### config.mk
export PLATFORM = sky130hd
export DESIGN_NAME = holy_clint_lite
export DESIGN_NICKNAME = d
export VERILOG_FILES = /design/src/rtl/holy_clint_pkg.sv /design/src/rtl/holy_axil_slave_if.sv /design/src/rtl/holy_clint_lite.sv
export SDC_FILE = /design/constraint.sdc
export NUM_CORES = 1
export LEC_CHECK = 0
export ABC_AREA = 1
export BUFFER_PORTS_ARGS = -buffer_cell sky130_fd_sc_hd__buf_2
export CORE_MARGIN = 8
export CORE_UTILIZATION = 55
export DETAILED_ROUTE_END_ITERATION = 8
export PLACE_DENSITY = 0.83
export SYNTH_ARGS = -nofsm -noshare
export SYNTH_HDL_FRONTEND = slang
export SYNTH_SLANG_ARGS = --single-unit
### constraint.sdc
create_clock -name clk -period 2.6 [get_ports clk]
set_input_delay 0 -clock clk [delete_from_list [all_inputs] [get_ports clk]]
set_output_delay 0 -clock clk [all_outputs]
set_load 0.03 [all_outputs]
### src/rtl/holy_clint_pkg.sv
// Shared definitions for the CLINT-lite block: register offsets, AXI response codes
// and the byte-lane merge used by every writable register.
package holy_clint_pkg;

  localparam logic [31:0] MSIP_OFF        = 32'h0000_0000;
  localparam logic [31:0] MTIMECMP_LO_OFF = 32'h0000_4000;
  localparam logic [31:0] MTIMECMP_HI_OFF = 32'h0000_4004;
  localparam logic [31:0] MTIME_LO_OFF    = 32'h0000_BFF8;
  localparam logic [31:0] MTIME_HI_OFF    = 32'h0000_BFFC;

  localparam logic [1:0] RESP_OKAY   = 2'b00;
  localparam logic [1:0] RESP_SLVERR = 2'b10;

  function automatic logic [31:0] apply_wstrb(input logic [31:0] old,
                                              input logic [31:0] data,
                                              input logic [3:0]  strb);
    logic [31:0] res;
    res = old;
    for (int i = 0; i < 4; i++) begin
      if (strb[i]) res[8*i +: 8] = data[8*i +: 8];
    end
    return res;
  endfunction

endpackage

### src/rtl/holy_axil_slave_if.sv
// AXI-Lite slave handshake: AW/W held independently, one-cycle write strobe, 1-cycle B and R latency.
// Backpressure: no new AW/W while B is pending, no new AR while R is pending.
module holy_axil_slave_if
  import holy_clint_pkg::*;
#(
  parameter int ADDR_W = 16
) (
  input  logic              clk,
  input  logic              rst_n,
  input  logic [31:0]       s_axi_lite_awaddr,
  input  logic              s_axi_lite_awvalid,
  output logic              s_axi_lite_awready,
  input  logic [31:0]       s_axi_lite_wdata,
  input  logic [3:0]        s_axi_lite_wstrb,
  input  logic              s_axi_lite_wvalid,
  output logic              s_axi_lite_wready,
  output logic [1:0]        s_axi_lite_bresp,
  output logic              s_axi_lite_bvalid,
  input  logic              s_axi_lite_bready,
  input  logic [31:0]       s_axi_lite_araddr,
  input  logic              s_axi_lite_arvalid,
  output logic              s_axi_lite_arready,
  output logic [31:0]       s_axi_lite_rdata,
  output logic [1:0]        s_axi_lite_rresp,
  output logic              s_axi_lite_rvalid,
  input  logic              s_axi_lite_rready,
  output logic              wr_en,
  output logic [ADDR_W-1:0] wr_addr,
  output logic [31:0]       wr_data,
  output logic [3:0]        wr_strb,
  input  logic              wr_err,
  output logic              rd_en,
  output logic [ADDR_W-1:0] rd_addr,
  input  logic [31:0]       rd_data,
  input  logic              rd_err
);

  logic              aw_held, w_held;
  logic [ADDR_W-1:0] aw_addr_q;
  logic [31:0]       w_data_q;
  logic [3:0]        w_strb_q;
  logic              aw_hs, w_hs;

  generate
    if (ADDR_W < 32) begin : g_upper
      logic unused_addr_bits;
      assign unused_addr_bits = ^{s_axi_lite_awaddr[31:ADDR_W], s_axi_lite_araddr[31:ADDR_W]};
    end
  endgenerate

  assign s_axi_lite_awready = !aw_held && !s_axi_lite_bvalid;
  assign s_axi_lite_wready  = !w_held && !s_axi_lite_bvalid;
  assign aw_hs = s_axi_lite_awvalid && s_axi_lite_awready;
  assign w_hs  = s_axi_lite_wvalid && s_axi_lite_wready;

  // Commit as soon as both halves are present, whether held or arriving this cycle.
  assign wr_en   = (aw_held || aw_hs) && (w_held || w_hs) && !s_axi_lite_bvalid;
  assign wr_addr = aw_held ? aw_addr_q : s_axi_lite_awaddr[ADDR_W-1:0];
  assign wr_data = w_held ? w_data_q : s_axi_lite_wdata;
  assign wr_strb = w_held ? w_strb_q : s_axi_lite_wstrb;

  assign s_axi_lite_arready = !s_axi_lite_rvalid;
  assign rd_en   = s_axi_lite_arvalid && s_axi_lite_arready;
  assign rd_addr = s_axi_lite_araddr[ADDR_W-1:0];

  always_ff @(posedge clk or negedge rst_n) begin
    if (!rst_n) begin
      aw_held           <= 1'b0;
      w_held            <= 1'b0;
      aw_addr_q         <= '0;
      w_data_q          <= '0;
      w_strb_q          <= '0;
      s_axi_lite_bvalid <= 1'b0;
      s_axi_lite_bresp  <= RESP_OKAY;
    end else begin
      if (aw_hs) begin
        aw_held   <= 1'b1;
        aw_addr_q <= s_axi_lite_awaddr[ADDR_W-1:0];
      end
      if (w_hs) begin
        w_held   <= 1'b1;
        w_data_q <= s_axi_lite_wdata;
        w_strb_q <= s_axi_lite_wstrb;
      end
      if (wr_en) begin
        s_axi_lite_bvalid <= 1'b1;
        s_axi_lite_bresp  <= wr_err ? RESP_SLVERR : RESP_OKAY;
      end else if (s_axi_lite_bvalid && s_axi_lite_bready) begin
        s_axi_lite_bvalid <= 1'b0;
        aw_held           <= 1'b0;
        w_held            <= 1'b0;
      end
    end
  end

  always_ff @(posedge clk or negedge rst_n) begin
    if (!rst_n) begin
      s_axi_lite_rvalid <= 1'b0;
      s_axi_lite_rdata  <= '0;
      s_axi_lite_rresp  <= RESP_OKAY;
    end else if (rd_en) begin
      s_axi_lite_rvalid <= 1'b1;
      s_axi_lite_rdata  <= rd_data;
      s_axi_lite_rresp  <= rd_err ? RESP_SLVERR : RESP_OKAY;
    end else if (s_axi_lite_rvalid && s_axi_lite_rready) begin
      s_axi_lite_rvalid <= 1'b0;
    end
  end

endmodule

### src/rtl/holy_clint_lite.sv
// CLINT subset (msip, mtime, mtimecmp) behind AXI-Lite; 1-cycle B/R latency, registered timer_irq.
// Backpressure: inherited from holy_axil_slave_if (one outstanding write and one outstanding read).
module holy_clint_lite
  import holy_clint_pkg::*;
#(
  parameter int          ADDR_W       = 16,
  parameter int          TICK_DIV     = 1,
  parameter logic [63:0] MTIMECMP_RST = 64'hFFFF_FFFF_FFFF_FFFF
) (
  input  logic        clk,
  input  logic        rst_n,
  input  logic [31:0] s_axi_lite_awaddr,
  input  logic        s_axi_lite_awvalid,
  output logic        s_axi_lite_awready,
  input  logic [31:0] s_axi_lite_wdata,
  input  logic [3:0]  s_axi_lite_wstrb,
  input  logic        s_axi_lite_wvalid,
  output logic        s_axi_lite_wready,
  output logic [1:0]  s_axi_lite_bresp,
  output logic        s_axi_lite_bvalid,
  input  logic        s_axi_lite_bready,
  input  logic [31:0] s_axi_lite_araddr,
  input  logic        s_axi_lite_arvalid,
  output logic        s_axi_lite_arready,
  output logic [31:0] s_axi_lite_rdata,
  output logic [1:0]  s_axi_lite_rresp,
  output logic        s_axi_lite_rvalid,
  input  logic        s_axi_lite_rready,
  output logic        timer_irq,
  output logic        soft_irq
);

  localparam int PRE_W = (TICK_DIV > 1) ? $clog2(TICK_DIV) : 1;

  logic              wr_en, wr_err, rd_en, rd_err;
  logic [ADDR_W-1:0] wr_addr, rd_addr;
  logic [31:0]       wr_data, rd_data, wr_off, rd_off;
  logic [3:0]        wr_strb;
  logic              msip;
  logic [63:0]       mtime, mtimecmp;
  logic [PRE_W-1:0]  prescaler;
  logic              tick;

  holy_axil_slave_if #(.ADDR_W(ADDR_W)) u_axil (
    .clk, .rst_n,
    .s_axi_lite_awaddr, .s_axi_lite_awvalid, .s_axi_lite_awready,
    .s_axi_lite_wdata, .s_axi_lite_wstrb, .s_axi_lite_wvalid, .s_axi_lite_wready,
    .s_axi_lite_bresp, .s_axi_lite_bvalid, .s_axi_lite_bready,
    .s_axi_lite_araddr, .s_axi_lite_arvalid, .s_axi_lite_arready,
    .s_axi_lite_rdata, .s_axi_lite_rresp, .s_axi_lite_rvalid, .s_axi_lite_rready,
    .wr_en, .wr_addr, .wr_data, .wr_strb, .wr_err,
    .rd_en, .rd_addr, .rd_data, .rd_err
  );

  assign wr_off   = 32'(wr_addr);
  assign rd_off   = 32'(rd_addr);
  assign wr_err   = !(wr_off inside {MSIP_OFF, MTIMECMP_LO_OFF, MTIMECMP_HI_OFF,
                                     MTIME_LO_OFF, MTIME_HI_OFF});
  assign tick     = (prescaler == PRE_W'(TICK_DIV - 1));
  assign soft_irq = msip;

  always_comb begin
    rd_data = '0;
    rd_err  = 1'b0;
    case (rd_off)
      MSIP_OFF:        rd_data = {31'd0, msip};
      MTIMECMP_LO_OFF: rd_data = mtimecmp[31:0];
      MTIMECMP_HI_OFF: rd_data = mtimecmp[63:32];
      MTIME_LO_OFF:    rd_data = mtime[31:0];
      MTIME_HI_OFF:    rd_data = mtime[63:32];
      default:         rd_err  = 1'b1;
    endcase
  end

  always_ff @(posedge clk or negedge rst_n) begin
    if (!rst_n) begin
      msip      <= 1'b0;
      mtime     <= '0;
      mtimecmp  <= MTIMECMP_RST;
      prescaler <= '0;
      timer_irq <= 1'b0;
    end else begin
      prescaler <= tick ? '0 : prescaler + 1'b1;
      timer_irq <= (mtime >= mtimecmp);
      if (wr_en && wr_off == MSIP_OFF && wr_strb[0]) msip <= wr_data[0];
      if (wr_en && wr_off == MTIMECMP_LO_OFF)
        mtimecmp[31:0] <= apply_wstrb(mtimecmp[31:0], wr_data, wr_strb);
      if (wr_en && wr_off == MTIMECMP_HI_OFF)
        mtimecmp[63:32] <= apply_wstrb(mtimecmp[63:32], wr_data, wr_strb);
      // A software write to either half suppresses the tick, so no carry crosses halves that cycle.
      if (wr_en && wr_off == MTIME_LO_OFF)
        mtime[31:0] <= apply_wstrb(mtime[31:0], wr_data, wr_strb);
      else if (wr_en && wr_off == MTIME_HI_OFF)
        mtime[63:32] <= apply_wstrb(mtime[63:32], wr_data, wr_strb);
      else if (tick)
        mtime <= mtime + 64'd1;
    end
  end

endmodule

==> flow_summary.toml <==
[synthesis]
yosys.area.top_type_share_pct = 25.65
yosys.cell_types.count = 42
yosysTopAreaCell = "dfrtp_1"
synth_commonest_cells = "816 x nand2_1, 241 x inv_1, 197 x nor2_1"
yosysMostFrequentCell = "nand2_1"
ys_warn_count = 0
synth.avg_cell_area_um2 = 6.746
synth-edff-count = 0
synth_top_flop_cell = "dfrtp_1"
synth_seq_cells = 220
syn-cell-area_um2 = 15220
syn_inst = 2256
synthTopCellsByArea = "dfrtp_1 26%, nand2_1 20%, dfstp_2 11%"
yosysSeqAreaShare_pct = 36.70
async_flop_share_pct = 100.0

[cts]
cts.path.max_buffers = 3
numCtsBuffers = 26
cts-root-buf = "clkbuf_16"
h-tree-depth = 1
clk_latency_ns = 0.54
clkSlewWorstSetupHoldPaths_ns = 0.06
cts_sinks = 220
cts_tree = "done"

[power]
power_uw = 11520
powerDensity_nw_per_um2 = 646.7
leakage_uw = 0.008875
ir_worst_vdd_mv = 0.9180

[timing]
slew_headroom_pct = 24.42
worst_slew_pin_slew_ns = 1.133
setup_tns_ns = 0
rsz0062_at_grt = "false"
max_freq_mhz = 410.1
finalSetupViolCount = 0
fin_crit_sh_pct = 93.78
hold_viol = 0
clock_skew_ns = 0.01178
slew_violations = 0
fin_crit_ns = 2.438
timing.hold.ws_ns = 0.01113

[finish]
fin_cells = 2833
ff_latch_area_um2 = 5585
layout-drive-gt1-share_pct = 14.18
nets = 2607
nFillCells = 2409
fin_util_pct = 64.67
area_delta_synth_final_pct = 17.08
multi_input_area_um2 = 8275

[route]
wl_um = 53630
drt_iter0_drc = 1827
ant_nets = 0
dr_total_vias = 16210
drc = 0
firstDrtPassIters = 6
viasPerCell = 5.722
wl_per_cell_um = 18.93

[global_route]
grt_pass1_vias = 15770
use_met2_pct = 51.29
grt-ovfl-total = 0
grt_util_met1_pct = 43.50
top_usage_layer = "met2"
grt_pass1_wl_um = 85450
antenna_found_initial = 1
use_met3_pct = 5.429
grt_max_degree = 73
track_usage_pct = 32.21

[setup_path]
r2r_setup_slack_ns = 0.16
worstPathRequired_ns = 3.08
arrival_ns = 2.92
critPathMaxFanout = 28
crit_type = "reg -> reg"
start_kind = "flop"
cp-end-kind = "flop"

[die]
row_count = 61
die_h_um = 182.3
die-width_um = 182.3
start_util_pct = 55.23
ios = 150
core_um2 = 27550
die-area_um2 = 33250

[flow_run]
maxCapViolCount = 0

[run_status]
status = "finished clean"

[placement]
gp_congestion = 1.056
port_buffers = 115
hpwl_um = 39380
placed_cells = 2716

[hold_path]
hold_class = "in -> reg"
## metal layers
layer  vias up  routed length (um)
li1       7625                   -
met4         0                1898
met5         -                   0
met1      7608               22350
met3       138                5302
met2       839               24080
## cells in the final DEF (no fill, tap or decap), types with 31 or more instances in the layout
cell,n
nand2_1,816
inv_1,240
nor2_1,197
o21ai_0,158
nand3_1,157
dfrtp_1,156
buf_2,114
nand4_1,80
ha_1,65
dlygate4sd3_1,64
dfstp_2,64
o22ai_1,50
buf_4,49
a21oi_1,38
o21ai_1,31
## layout make-up
cell class	instances	share of cell area [%]
well taps	378	2.654
clock buffers	40	4.403
inverters	247	5.239
repair buffers	233	9.508
diodes	1	0.01404
clock inverters	7	0.3862
flip-flops and latches	220	31.35
multi-input cells	1707	46.45
## metrics by stage
| step | cell area (um2) | worst slack (ns) |
|---|---|---|
| 6_report | 17820 | 0.1618 |
| 5_1_grt | 17810 | 0.008483 |
| 4_1_cts | 17780 | 0.2180 |
| 3_5_place_dp | 16260 | 0.2358 |
| 3_3_place_gp | 16260 | 0.2714 |
| 2_1_floorplan | 15220 | 0.6096 |
## critical path: stages, from the launching register on
cell and delay (ns):
dfrtp_1 0.52, nor3b_4 0.28, nor2_1 0.12, nor2_4 0.28, buf_4 0.38, nand2_1 0.19, inv_2 0.18, nand2_1 0.20
nand2_1 0.11, nand2_1 0.05, inv_1 0.05
## power by group
part | internal, uW | total (uW) | switching, uW
clock network | 2170 | 3630 | 1460
logic | 1040 | 3710 | 2670
registers | 3880 | 4190 | 311
## registers in the layout, summed over array words and instances, names as in the netlist, 4 cells and up
| name | count |
|---|---|
| mtimecmp | 64 |
| u_axil.w_data_q | 32 |
| mtime | 64 |
| u_axil.w_strb_q | 4 |
| u_axil.aw_addr_q | 16 |
| u_axil.s_axi_lite_rdata | 32 |
## path summary, 6_finish.rpt
check	start	to	depth (start not counted)
max	u_axil.w_held	mtimecmp[4]	10
min	s_axi_lite_arvalid	u_axil.s_axi_lite_rvalid	4
max reg2reg	u_axil.w_held	mtimecmp[4]	10
min reg2reg	mtimecmp[52]	mtimecmp[52]	2
max in group asynchronous	rst_n	u_axil.aw_addr_q[8]	4
min in group asynchronous	rst_n	mtime[53]	3
## cell families (layout without fill, tap and decap cells)
kind of cell / count (synthesis) / in the layout / synth area share (%)
and+or+nand+nor: 1329 / 1329 / 37.42
AOI/OAI and AO/OA: 285 / 285 / 10.04
other: 1 / 3 / 0.02464
DFF: 220 / 220 / 36.70
xor gates and xnor gates: 26 / 26 / 1.496
buffers and inverters: 330 / 527 / 8.978
adders and majority gates: 65 / 65 / 5.344
## repair_timing
| action | in CTS | in global routing |
|---|---|---|
| hold buffers | 65 | 0 |
| gates resized for setup | 0 | 2 |
| buffers inserted | 0 | 4 |
| endpoints found under the hold margin | 249 | 0 |
| setup endpoints to repair | 0 | 10 |
No activity file was read; power rests on OpenSTA's default activity.
